[src/rtl/dcache_pkg.sv]
// dcache_pkg: shared types and constants for the write-through data cache.
//   state_t     : controller states (IDLE, REFILL, WRITE)
//   OFFSET_W    : byte-offset bits within a one-word line
//   TAG_W       : tag width for the default geometry
//   byte_enable : byte-lane mask for a word or single-byte store
package dcache_pkg;

    localparam int DATA_WIDTH_DEF = 32;
    localparam int INDEX_W_DEF    = 5;
    localparam int OFFSET_W       = 2;
    localparam int TAG_W          = DATA_WIDTH_DEF - INDEX_W_DEF - OFFSET_W;

    typedef enum logic [1:0] {
        IDLE   = 2'd0,
        REFILL = 2'd1,
        WRITE  = 2'd2
    } state_t;

    // Word accesses enable all four lanes; byte accesses enable only the
    // lane selected by the low address bits.
    function automatic logic [3:0] byte_enable(input logic is_byte,
                                               input logic [OFFSET_W-1:0] offset);
        logic [3:0] be;
        if (is_byte) begin
            be = 4'b0001 << offset;
        end else begin
            be = 4'hF;
        end
        return be;
    endfunction

endpackage

[src/rtl/dcache_array.sv]
// dcache_array: valid/tag/data storage for a direct-mapped, one-word-line cache.
// Ports:
//   clk, rst      : clock, asynchronous active-high reset (clears valid bits only)
//   i_rd_index    : combinational read index
//   o_rd_valid    : valid bit of the addressed line
//   o_rd_tag      : stored tag of the addressed line
//   o_rd_data     : stored data word of the addressed line
//   i_wr_en       : write strobe
//   i_wr_index    : line to write
//   i_wr_fill     : 1 = refill (also write tag and set valid)
//   i_wr_tag      : tag written on refill
//   i_wr_be       : byte-lane enables for the data write
//   i_wr_data     : lane-aligned write data
module dcache_array #(
    parameter int DATA_WIDTH = 32,
    parameter int INDEX_W    = 5,
    parameter int TAG_W      = 25
) (
    input  logic                    clk,
    input  logic                    rst,
    input  logic [INDEX_W-1:0]      i_rd_index,
    output logic                    o_rd_valid,
    output logic [TAG_W-1:0]        o_rd_tag,
    output logic [DATA_WIDTH-1:0]   o_rd_data,
    input  logic                    i_wr_en,
    input  logic [INDEX_W-1:0]      i_wr_index,
    input  logic                    i_wr_fill,
    input  logic [TAG_W-1:0]        i_wr_tag,
    input  logic [DATA_WIDTH/8-1:0] i_wr_be,
    input  logic [DATA_WIDTH-1:0]   i_wr_data
);
    localparam int LINES = 1 << INDEX_W;

    logic [LINES-1:0] r_valid;
    logic [TAG_W-1:0] r_tag [LINES];

    always_ff @(posedge clk or posedge rst) begin
        if (rst) begin
            r_valid <= '0;
        end else if (i_wr_en && i_wr_fill) begin
            r_valid[i_wr_index] <= 1'b1;
        end
    end

    // Tags are only meaningful behind a valid bit, so they need no reset.
    always_ff @(posedge clk) begin
        if (i_wr_en && i_wr_fill) begin
            r_tag[i_wr_index] <= i_wr_tag;
        end
    end

    assign o_rd_valid = r_valid[i_rd_index];
    assign o_rd_tag   = r_tag[i_rd_index];

    // One storage array per byte lane so each lane has a single writer.
    genvar gi;
    generate
        for (gi = 0; gi < DATA_WIDTH / 8; gi++) begin : g_lane
            logic [7:0] r_lane [LINES];

            always_ff @(posedge clk) begin
                if (i_wr_en && i_wr_be[gi]) begin
                    r_lane[i_wr_index] <= i_wr_data[gi*8 +: 8];
                end
            end

            assign o_rd_data[gi*8 +: 8] = r_lane[i_rd_index];
        end
    endgenerate

endmodule

[src/rtl/dcache_wt.sv]
// dcache_wt: direct-mapped, write-through, no-write-allocate data cache.
// Ports:
//   clk, rst     : clock, asynchronous active-high reset
//   cpu_req_i    : memory-stage access valid
//   cpu_we_i     : 1 = store, 0 = load
//   cpu_byte_i   : 1 = byte access, 0 = word access
//   cpu_addr_i   : byte address
//   cpu_wdata_i  : store data (byte stores use [7:0])
//   cpu_rdata_o  : load data (combinational on a hit)
//   cpu_stall_o  : memory stage must hold
//   mem_req_o/mem_we_o/mem_addr_o/mem_wdata_o/mem_be_o : backing request
//   mem_rdata_i  : refill word
//   mem_ack_i    : one-cycle completion pulse
module dcache_wt
    import dcache_pkg::*;
#(
    parameter int DATA_WIDTH = DATA_WIDTH_DEF,
    parameter int INDEX_W    = INDEX_W_DEF
) (
    input  logic                  clk,
    input  logic                  rst,
    input  logic                  cpu_req_i,
    input  logic                  cpu_we_i,
    input  logic                  cpu_byte_i,
    input  logic [DATA_WIDTH-1:0] cpu_addr_i,
    input  logic [DATA_WIDTH-1:0] cpu_wdata_i,
    output logic [DATA_WIDTH-1:0] cpu_rdata_o,
    output logic                  cpu_stall_o,
    output logic                  mem_req_o,
    output logic                  mem_we_o,
    output logic [DATA_WIDTH-1:0] mem_addr_o,
    output logic [DATA_WIDTH-1:0] mem_wdata_o,
    output logic [3:0]            mem_be_o,
    input  logic [DATA_WIDTH-1:0] mem_rdata_i,
    input  logic                  mem_ack_i
);
    localparam int TAG_WIDTH = DATA_WIDTH - INDEX_W - OFFSET_W;

    state_t                  r_state;
    state_t                  w_state_next;

    logic [OFFSET_W-1:0]     w_offset;
    logic [INDEX_W-1:0]      w_index;
    logic [TAG_WIDTH-1:0]    w_tag;
    logic                    w_rd_valid;
    logic [TAG_WIDTH-1:0]    w_rd_tag;
    logic [DATA_WIDTH-1:0]   w_rd_data;
    logic [DATA_WIDTH-1:0]   w_shifted;
    logic                    w_hit;

    logic                    w_stall;
    logic [DATA_WIDTH-1:0]   w_rdata;
    logic                    w_launch;
    logic                    w_fill;
    logic                    w_store_hit;

    logic                    r_mem_req;
    logic                    r_mem_we;
    logic [DATA_WIDTH-1:0]   r_mem_addr;
    logic [DATA_WIDTH-1:0]   r_mem_wdata;
    logic [3:0]              r_mem_be;
    logic                    r_hit;
    logic [INDEX_W-1:0]      r_index;
    logic [TAG_WIDTH-1:0]    r_tag;

    assign w_offset = cpu_addr_i[OFFSET_W-1:0];
    assign w_index  = cpu_addr_i[INDEX_W+OFFSET_W-1:OFFSET_W];
    assign w_tag    = cpu_addr_i[DATA_WIDTH-1:INDEX_W+OFFSET_W];

    dcache_array #(
        .DATA_WIDTH (DATA_WIDTH),
        .INDEX_W    (INDEX_W),
        .TAG_W      (TAG_WIDTH)
    ) u_array (
        .clk        (clk),
        .rst        (rst),
        .i_rd_index (w_index),
        .o_rd_valid (w_rd_valid),
        .o_rd_tag   (w_rd_tag),
        .o_rd_data  (w_rd_data),
        .i_wr_en    (w_fill | w_store_hit),
        .i_wr_index (r_index),
        .i_wr_fill  (w_fill),
        .i_wr_tag   (r_tag),
        .i_wr_be    (w_fill ? 4'hF : r_mem_be),
        .i_wr_data  (w_fill ? mem_rdata_i : r_mem_wdata)
    );

    assign w_hit     = w_rd_valid && (w_rd_tag == w_tag);
    assign w_shifted = w_rd_data >> {w_offset, 3'b000};

    always_ff @(posedge clk or posedge rst) begin
        if (rst) begin
            r_state <= IDLE;
        end else begin
            r_state <= w_state_next;
        end
    end

    always_comb begin
        w_state_next = r_state;
        w_stall      = 1'b0;
        w_rdata      = '0;
        w_fill       = 1'b0;
        w_store_hit  = 1'b0;
        case (r_state)
            IDLE: begin
                if (cpu_req_i) begin
                    if (cpu_we_i) begin
                        w_stall      = 1'b1;
                        w_state_next = WRITE;
                    end else if (!w_hit) begin
                        w_stall      = 1'b1;
                        w_state_next = REFILL;
                    end else if (cpu_byte_i) begin
                        w_rdata = {{(DATA_WIDTH-8){1'b0}}, w_shifted[7:0]};
                    end else begin
                        w_rdata = w_rd_data;
                    end
                end
            end
            REFILL: begin
                w_stall = 1'b1;
                if (mem_ack_i) begin
                    w_fill       = 1'b1;
                    w_state_next = IDLE;
                end
            end
            WRITE: begin
                w_stall = 1'b1;
                if (mem_ack_i) begin
                    // Hit status is the one captured when the store left IDLE.
                    w_store_hit  = r_hit;
                    w_state_next = IDLE;
                end
            end
            default: begin
                w_state_next = IDLE;
            end
        endcase
    end

    assign w_launch = (r_state == IDLE) && (w_state_next != IDLE);

    // Request latches: captured once when IDLE is left so the CPU side may
    // wander during the stall without disturbing the backing transaction.
    always_ff @(posedge clk or posedge rst) begin
        if (rst) begin
            r_mem_req   <= 1'b0;
            r_mem_we    <= 1'b0;
            r_mem_addr  <= '0;
            r_mem_wdata <= '0;
            r_mem_be    <= 4'h0;
            r_hit       <= 1'b0;
            r_index     <= '0;
            r_tag       <= '0;
        end else if (w_launch) begin
            r_mem_req  <= 1'b1;
            r_mem_we   <= cpu_we_i;
            r_mem_addr <= {cpu_addr_i[DATA_WIDTH-1:OFFSET_W], {OFFSET_W{1'b0}}};
            r_mem_be   <= cpu_we_i ? byte_enable(cpu_byte_i, w_offset) : 4'hF;
            r_hit      <= w_hit;
            r_index    <= w_index;
            r_tag      <= w_tag;
            if (cpu_we_i) begin
                r_mem_wdata <= cpu_byte_i ? {(DATA_WIDTH/8){cpu_wdata_i[7:0]}}
                                          : cpu_wdata_i;
            end
        end else if (r_state != IDLE && mem_ack_i) begin
            r_mem_req <= 1'b0;
        end
    end

    // The FSM is already forced to IDLE by reset; the gate also hides a
    // request presented while reset is held.
    assign cpu_stall_o = w_stall & ~rst;
    assign cpu_rdata_o = rst ? '0 : w_rdata;

    assign mem_req_o   = r_mem_req;
    assign mem_we_o    = r_mem_we;
    assign mem_addr_o  = r_mem_addr;
    assign mem_wdata_o = r_mem_wdata;
    assign mem_be_o    = r_mem_be;

endmodule

[config.mk]
export PLATFORM = sky130hd
export DESIGN_NAME = dcache_wt
export DESIGN_NICKNAME = d
export VERILOG_FILES = /design/src/rtl/dcache_pkg.sv /design/src/rtl/dcache_array.sv /design/src/rtl/dcache_wt.sv
export SDC_FILE = /design/constraint.sdc
export NUM_CORES = 2
export LEC_CHECK = 0
export CAP_MARGIN = 20
export CORE_ASPECT_RATIO = 0.9
export CORE_MARGIN = 2
export CORE_UTILIZATION = 59
export DETAILED_ROUTE_END_ITERATION = 12
export PLACE_DENSITY = 0.82
export SYNTH_ARGS = -nofsm -noshare
export SYNTH_HDL_FRONTEND = slang
export SYNTH_SLANG_ARGS = --single-unit
[constraint.sdc]
create_clock -name clk -period 8.6 [get_ports clk]
set_input_delay 1.72 -clock clk [delete_from_list [all_inputs] [get_ports clk]]
set_output_delay 1.72 -clock clk [all_outputs]
set_load 0.005 [all_outputs]
Word level (Yosys, flattened, before mapping)
Memory sizes are Yosys's and may differ from the RTL's.
Index checks and enable logic that the tools add are counted.

storage, ports and cells
  register bits after elaboration = 133
  memory bits (writable) = 1824
  bits of input ports = 102
  logic and storage cells = 82
  memories kept = 5

operators by class
  magnitude comparators = 3
  equal/unequal tests = 3
  shifts and indexed selects = 2
  multiplexer cells = 40
  bitwise gates (word level) = 4
  reductions and logical operators = 15

memory list
  memory                    words  width  rd ports  clocked after memory_dff  write ports  line                source
  u_array.r_tag             32     25     1         0                         1            dcache_array.sv:35  logic [TAG_W-1:0] r_tag [LINES];
  u_array.g_lane[0].r_lane  32     8      1         0                         1            dcache_array.sv:59  logic [7:0] r_lane [LINES];
  u_array.g_lane[1].r_lane  32     8      1         0                         1            dcache_array.sv:59
  u_array.g_lane[2].r_lane  32     8      1         0                         1            dcache_array.sv:59
  u_array.g_lane[3].r_lane  32     8      1         0                         1            dcache_array.sv:59

operators by type and width
  kind                   count
  $mux W32               8
  $or A32 B32 Y32        1
  $shr A32 B5 Y8         1
  $eq A25 B25 Y1         1
  $mux W1                21
  $lt A5 B6 Y1 const B   2
  $mux W4                3
  $logic_and A1 B1 Y1    9
  $mux W2                4
  $reduce_bool A2 Y1     3
  $bmux W1 S5            1
  $demux W1 S5           1
  $ge A5 B1 Y1 const B   1
  $pmux W2 S2            1
  $shl A1 B2 Y4 const A  1
  $eq A2 B1 Y1 const B   1
  $eq A2 B2 Y1 const B   1
  $logic_not A2 Y1       1
  $pmux W1 S2            1
  $reduce_and A2 Y1      1
  $reduce_or A2 Y1       1
  $and A1 B1 Y1          1
  $not A1 Y1             1
  $or A1 B1 Y1           1

Logic depth before layout (Yosys ltp)
  depth in word-level cells = 10
  mapped depth = 16

By module
Synthesis repeated with hierarchy kept, for this count alone.

second synthesis, totals
  cell total of the unflattened synthesis = 4608
  area, all modules = 77020.1 um^2

by module, submodules not included
  module        instances  cells each  area each (um^2)  seq. area each (um^2)
  dcache_array  1          4212        72773.5           55573.3
  dcache_wt     1          396         4246.6            1776.7

Worst setup path after synthesis
OpenSTA, ideal clock, no wires.

  path type = in2out
  start point = in cpu_addr_i[2]
  end point = out cpu_rdata_o[0]
  arrival = 4938 ps
  required time = 6880 ps
  path slack = 1942 ps
  stages on the path = 13
  buffers on the path = 8
  cell sequence = buf_2 buf_4 buf_4 buf_2 buf_4 buf_2 buf_4 buf_1 mux4_2 mux4_2 mux2i_1 a22o_1 a221oi_1

on the way
  cells in the longest elaborated chain, start to end = 8
  elaborated cells between the ends (all ways) = 16

ends and longest elaborated chain
  what                                             line                               source
  start: declaration                               dcache_wt.sv:25                    input logic [DATA_WIDTH-1:0] cpu_addr_i,
  $mem_v2 Z32 W8, or another cell as far along     --
  $shr A32 B5 Y8, or another cell as far along     dcache_wt.sv:90                    assign w_shifted = w_rd_data >> {w_offset, 3'b000};
  $mux W32 or $logic_and A1 B1 Y1 (tied branches)  dcache_wt.sv:115, dcache_wt.sv:89
  $mux W32 (*)                                     dcache_wt.sv:112                   end else if (!w_hit) begin
  $mux W32 (*)                                     dcache_wt.sv:109                   if (cpu_we_i) begin
  $mux W32 (*)                                     dcache_wt.sv:108                   if (cpu_req_i) begin
  $mux W32 (*)                                     dcache_wt.sv:106                   case (r_state)
  $mux W32 (*)                                     dcache_wt.sv:177                   assign cpu_rdata_o = rst ? '0 : w_rdata;
  end: declaration                                 dcache_wt.sv:27                    output logic [DATA_WIDTH-1:0] cpu_rdata_o,

Every way passes the cells marked *; elsewhere a longest branch is shown, timed or not. The select of a mux whose other input is x is not followed.

Final worst setup path
  start point = in cpu_addr_i[2]
  end point = out cpu_rdata_o[7]

Same word-level chain as after synthesis.

==> summary.md <==
| Metric | Value |
|---|---|
| Status | completed |
| Worst slack, placed | 212 ps |
| Post-Synth Adder-Cell Area | 0.0664% |
| GRT Residual Overflow | 0 |
| Hold depth | 1 |
| Core Util, Final | 67.8% |
| Crit Path Class | primary input to output port |
| R2R cell count | 12 |
| Fin. max-slew vios | 0 |
| Fill cells | 7368 |
| Global-route wire length before repair | 298000 um |
| Pwr dens | 282 nW/um^2 |
| Clock sink count | 1927 |
| Core area | 127000 um^2 |
| Yosys warning count | 0 |
| Post-synth top flop | edfxtp_1 |
| Arrival time of the worst setup path | 6690 ps |
| Share of cells above drive strength 1 | 25.4% |
| Resized cells post-CTS | 0 |
| Placed Instances | 5334 |
| All-Layer GR Usage | 32.6% |
| Peak VDD IR | 0.191 mV |
| Post-DRT Antenna Nets | 0 |
| Worst Setup Start Kind | primary input |
| I/O pin cnt | 205 |
| Final WL | 213000 um |
| Hold violation total from the final report | 0 |
| CTS tree | built |
| WP data required | 6880 ps |
| Vias per cell | 7.14 |
| Finished Layout Cells | 5684 |
| Max_cap viols | 0 |
| Num CTS Buffers | 180 |
| Final worst slack | 193 ps |
| XOR/XNOR share of the synthesized area | 0.279% |
| Core Rows | 124 |
| Post-DP HPWL | 117000 um |
| Die Height | 343 um |
| Area grow syn2layout | 14.0% |
| Starting DRT DRC Count | 6975 |
| Number of synthesized flops with an enable pin | 1824 |
| Cell area after synthesis | 75400 um^2 |
| Finish-stage setup viols | 0 |
| Min Tclk post-route | 8410 ps |
| Crit end category | output port |
| Cell variety after synth | 57 |
| Pleak | 27.8 nW |
| Register Area | 57400 um^2 |
| Simple-gate share of the synthesized area | 2.61% |
| Nets | 3930 |
| Largest family of logic cells by synthesized area | multiplexers |
| Hold WS | 471 ps |
| R2R setup slack | 3850 ps |
| Initial Utilization | 59.4% |
| RSZ-0062 raised after global routing | no |
| Mean Syn Cell Area | 21.4 um^2 |
| DRT Pass-1 Iters | 6 |
| Initial antenna violation count | 9 |
| Final worst-path cycle share | 97.8% |
| Worst rel slew slack | 17.3% |
| Mux share of post-synthesis cell area | 18.1% |
| FF-to-FF Start | u_array.r_tag[6][17] |
| Bufs on Longest Clock Path | 3 |
| Post-Synthesis Cells | 3517 |
| Clock slew at reported path FFs | 70 ps |
| Vias in the first global route | 40469 |
| Die Span X | 381 um |
| Hold Path End | u_array.r_valid[4] |
| Max frequency | 119 MHz |
| Largest net degree at the start of global routing | 69 |
| Hold Path Origin | u_array.r_valid[4] |
| Postcts setup bufs | 0 |
| Port Buf Inserts | 202 |
| DRC | 0 |
| Wire length per cell | 37.5 um |
| Insertion delay to the later sink of the worst-skew pair | 840 ps |
| Compound-Gate Fraction of Synth Area | 1.61% |
| Register area share after synthesis | 76.0% |
| Max Clock Skew | 37.9 ps |
| Clock root buffer | clkbuf_16 |
| Min-delay worst type | flop to flop |
| Worst-Margin Slew | 1240 ps |
| H-tree levels | 4 |
| Final GP Congestion | 0.877 |
| Cts hold-fix bufs | 0 |
| R2R Path End | r_tag[16] |
| Asr flop ratio synth | 5.35% |
| Full die area | 131000 um^2 |
| Highest net fanout along the worst path | 40 |
| Vias post-DR | 40585 |
| Multi-input logic area | 17400 um^2 |
| FF+latch count, synth | 1927 |
| Setup tns final | 0 ps |
-- through the flow --
stage               power [mW]  instance area (um^2)
global placement          15.8                 79800
finish                    24.3                 86000
detailed placement        16.0                 79900
floorplan                 14.2                 75400
global route              24.7                 86000
CTS                       24.1                 85900
-- power by group --
group	switching (mW)	total, mW	internal [mW]
combinational	2.26	3.28	1.02
sequential	0.739	12.8	12.1
clock	3.55	8.17	4.63
-- sequential cells by signal (all words and copies together), names as in the netlist, 2 cells and up --
name,count
r_index,4
mem_wdata_o,32
r_tag,25
mem_be_o,4
u_array.g_lane.r_lane,1024
u_array.r_tag,800
u_array.r_valid,32
r_state,2
-- how the worst max path moves through the flow --
stage	cells after the start	end	slack (ps)	from
CTS	13	cpu_rdata_o[7]	100	cpu_addr_i[2]
global route	15	cpu_rdata_o[7]	70	cpu_addr_i[2]
global placement	13	cpu_rdata_o[7]	310	cpu_addr_i[2]
finish	15	cpu_rdata_o[7]	190	cpu_addr_i[2]
detailed placement	13	cpu_rdata_o[2]	210	cpu_addr_i[2]
floorplan	13	cpu_rdata_o[0]	1940	cpu_addr_i[2]
-- cell usage after synthesis (5+ instances only) --
| master | n | area [um^2] |
|---|---|---|
| a22o_1 | 13 | 114 |
| dfrtp_1 | 103 | 2580 |
| edfxtp_1 | 1824 | 54800 |
| xnor2_1 | 6 | 52.6 |
| and3_1 | 7 | 43.8 |
| nand2_1 | 97 | 364 |
| o22ai_1 | 12 | 75.1 |
| a21oi_1 | 7 | 35.0 |
| nor3b_1 | 6 | 45.0 |
| buf_1 | 26 | 97.6 |
| mux2_2 | 62 | 698 |
| o21ai_0 | 38 | 190 |
| clkbuf_1 | 65 | 244 |
| nor2b_1 | 13 | 81.3 |
| nand3_1 | 24 | 120 |
| nor2_1 | 208 | 781 |
| mux2i_1 | 175 | 1750 |
| or2_2 | 33 | 206 |
| xor2_1 | 18 | 158 |
| nor4_1 | 12 | 75.1 |
| nand4_1 | 10 | 62.6 |
| a221oi_1 | 21 | 184 |
| o211ai_1 | 11 | 82.6 |
| mux2_1 | 28 | 315 |
| buf_4 | 21 | 158 |
| o21ai_1 | 5 | 25.0 |
| a22oi_1 | 42 | 315 |
| inv_1 | 9 | 33.8 |
| buf_2 | 80 | 400 |
| a211oi_1 | 5 | 37.5 |
| mux4_2 | 484 | 10900 |
| and2_1 | 5 | 31.3 |
-- metal layers --
| layer | vias to the layer above | track usage [%] | part of all wire, % | wire length (um) |
|---|---|---|---|---|
| li1 | 15221 | - | - | - |
| met1 | 20806 | 42.5 | 33 | 70900 |
| met2 | 3807 | 49.6 | 46 | 98700 |
| met3 | 731 | 11.9 | 15 | 32400 |
| met4 | 20 | 15.6 | 5.2 | 11000 |
| met5 | - | 0.249 | 0.11 | 230 |
-- cell usage in the layout, fill, tap and decap left out, types with 11 or more instances in the layout --
master / count
a221oi_1: 21
a22o_1: 13
a22oi_1: 42
buf_4: 100
bufinv_16: 19
clkbuf_1: 47
clkbuf_16: 184
clkbuf_8: 13
clkdlybuf4s50_1: 196
clkinv_1: 24
clkinv_2: 36
dfrtp_1: 103
edfxtp_1: 1824
mux2_1: 28
mux2_2: 62
mux2i_1: 175
mux4_2: 484
nand2_1: 94
nand3_1: 24
nor2_1: 176
nor2_4: 32
nor2b_1: 13
nor4_1: 12
o211ai_1: 11
o21ai_0: 38
o22ai_1: 12
or2_2: 33
xor2_1: 18
-- layout make-up --
cell class / count / share of cell area (%)
sequential: 1927 / 66.7
antenna: 3 / 0.00873
tap: 1701 / 2.47
multi-input combinational: 1388 / 20.2
clock inverter: 95 / 1.28
clock buffer: 243 / 5.74
timing repair buffer: 317 / 3.54
inverter: 10 / 0.0495
-- critical path, cell delays in order --
cell	delay (ps)
buf_8	410
inv_1	510
buf_4	350
buf_4	180
o21ai_0	380
nand4_1	230
xor2_1	220
nor4_1	290
nand4_1	200
nor4_4	530
buf_4	230
nand2_2	260
a221oi_1	420
buf_4	190
clkdlybuf4s50_1	500
-- cell families (layout without fill, tap and decap cells) --
logic type	after synthesis	count (layout)
AO/OA/AOI/OAI	174	174
XOR/XNOR	24	24
adder cells (fa/ha/maj)	4	4
buffers and inverters	203	665
flip-flops	1927	1927
multiplexers	750	750
other	1	5
AND/OR/NAND/NOR	434	434
No activity file was read; power rests on OpenSTA's default activity.
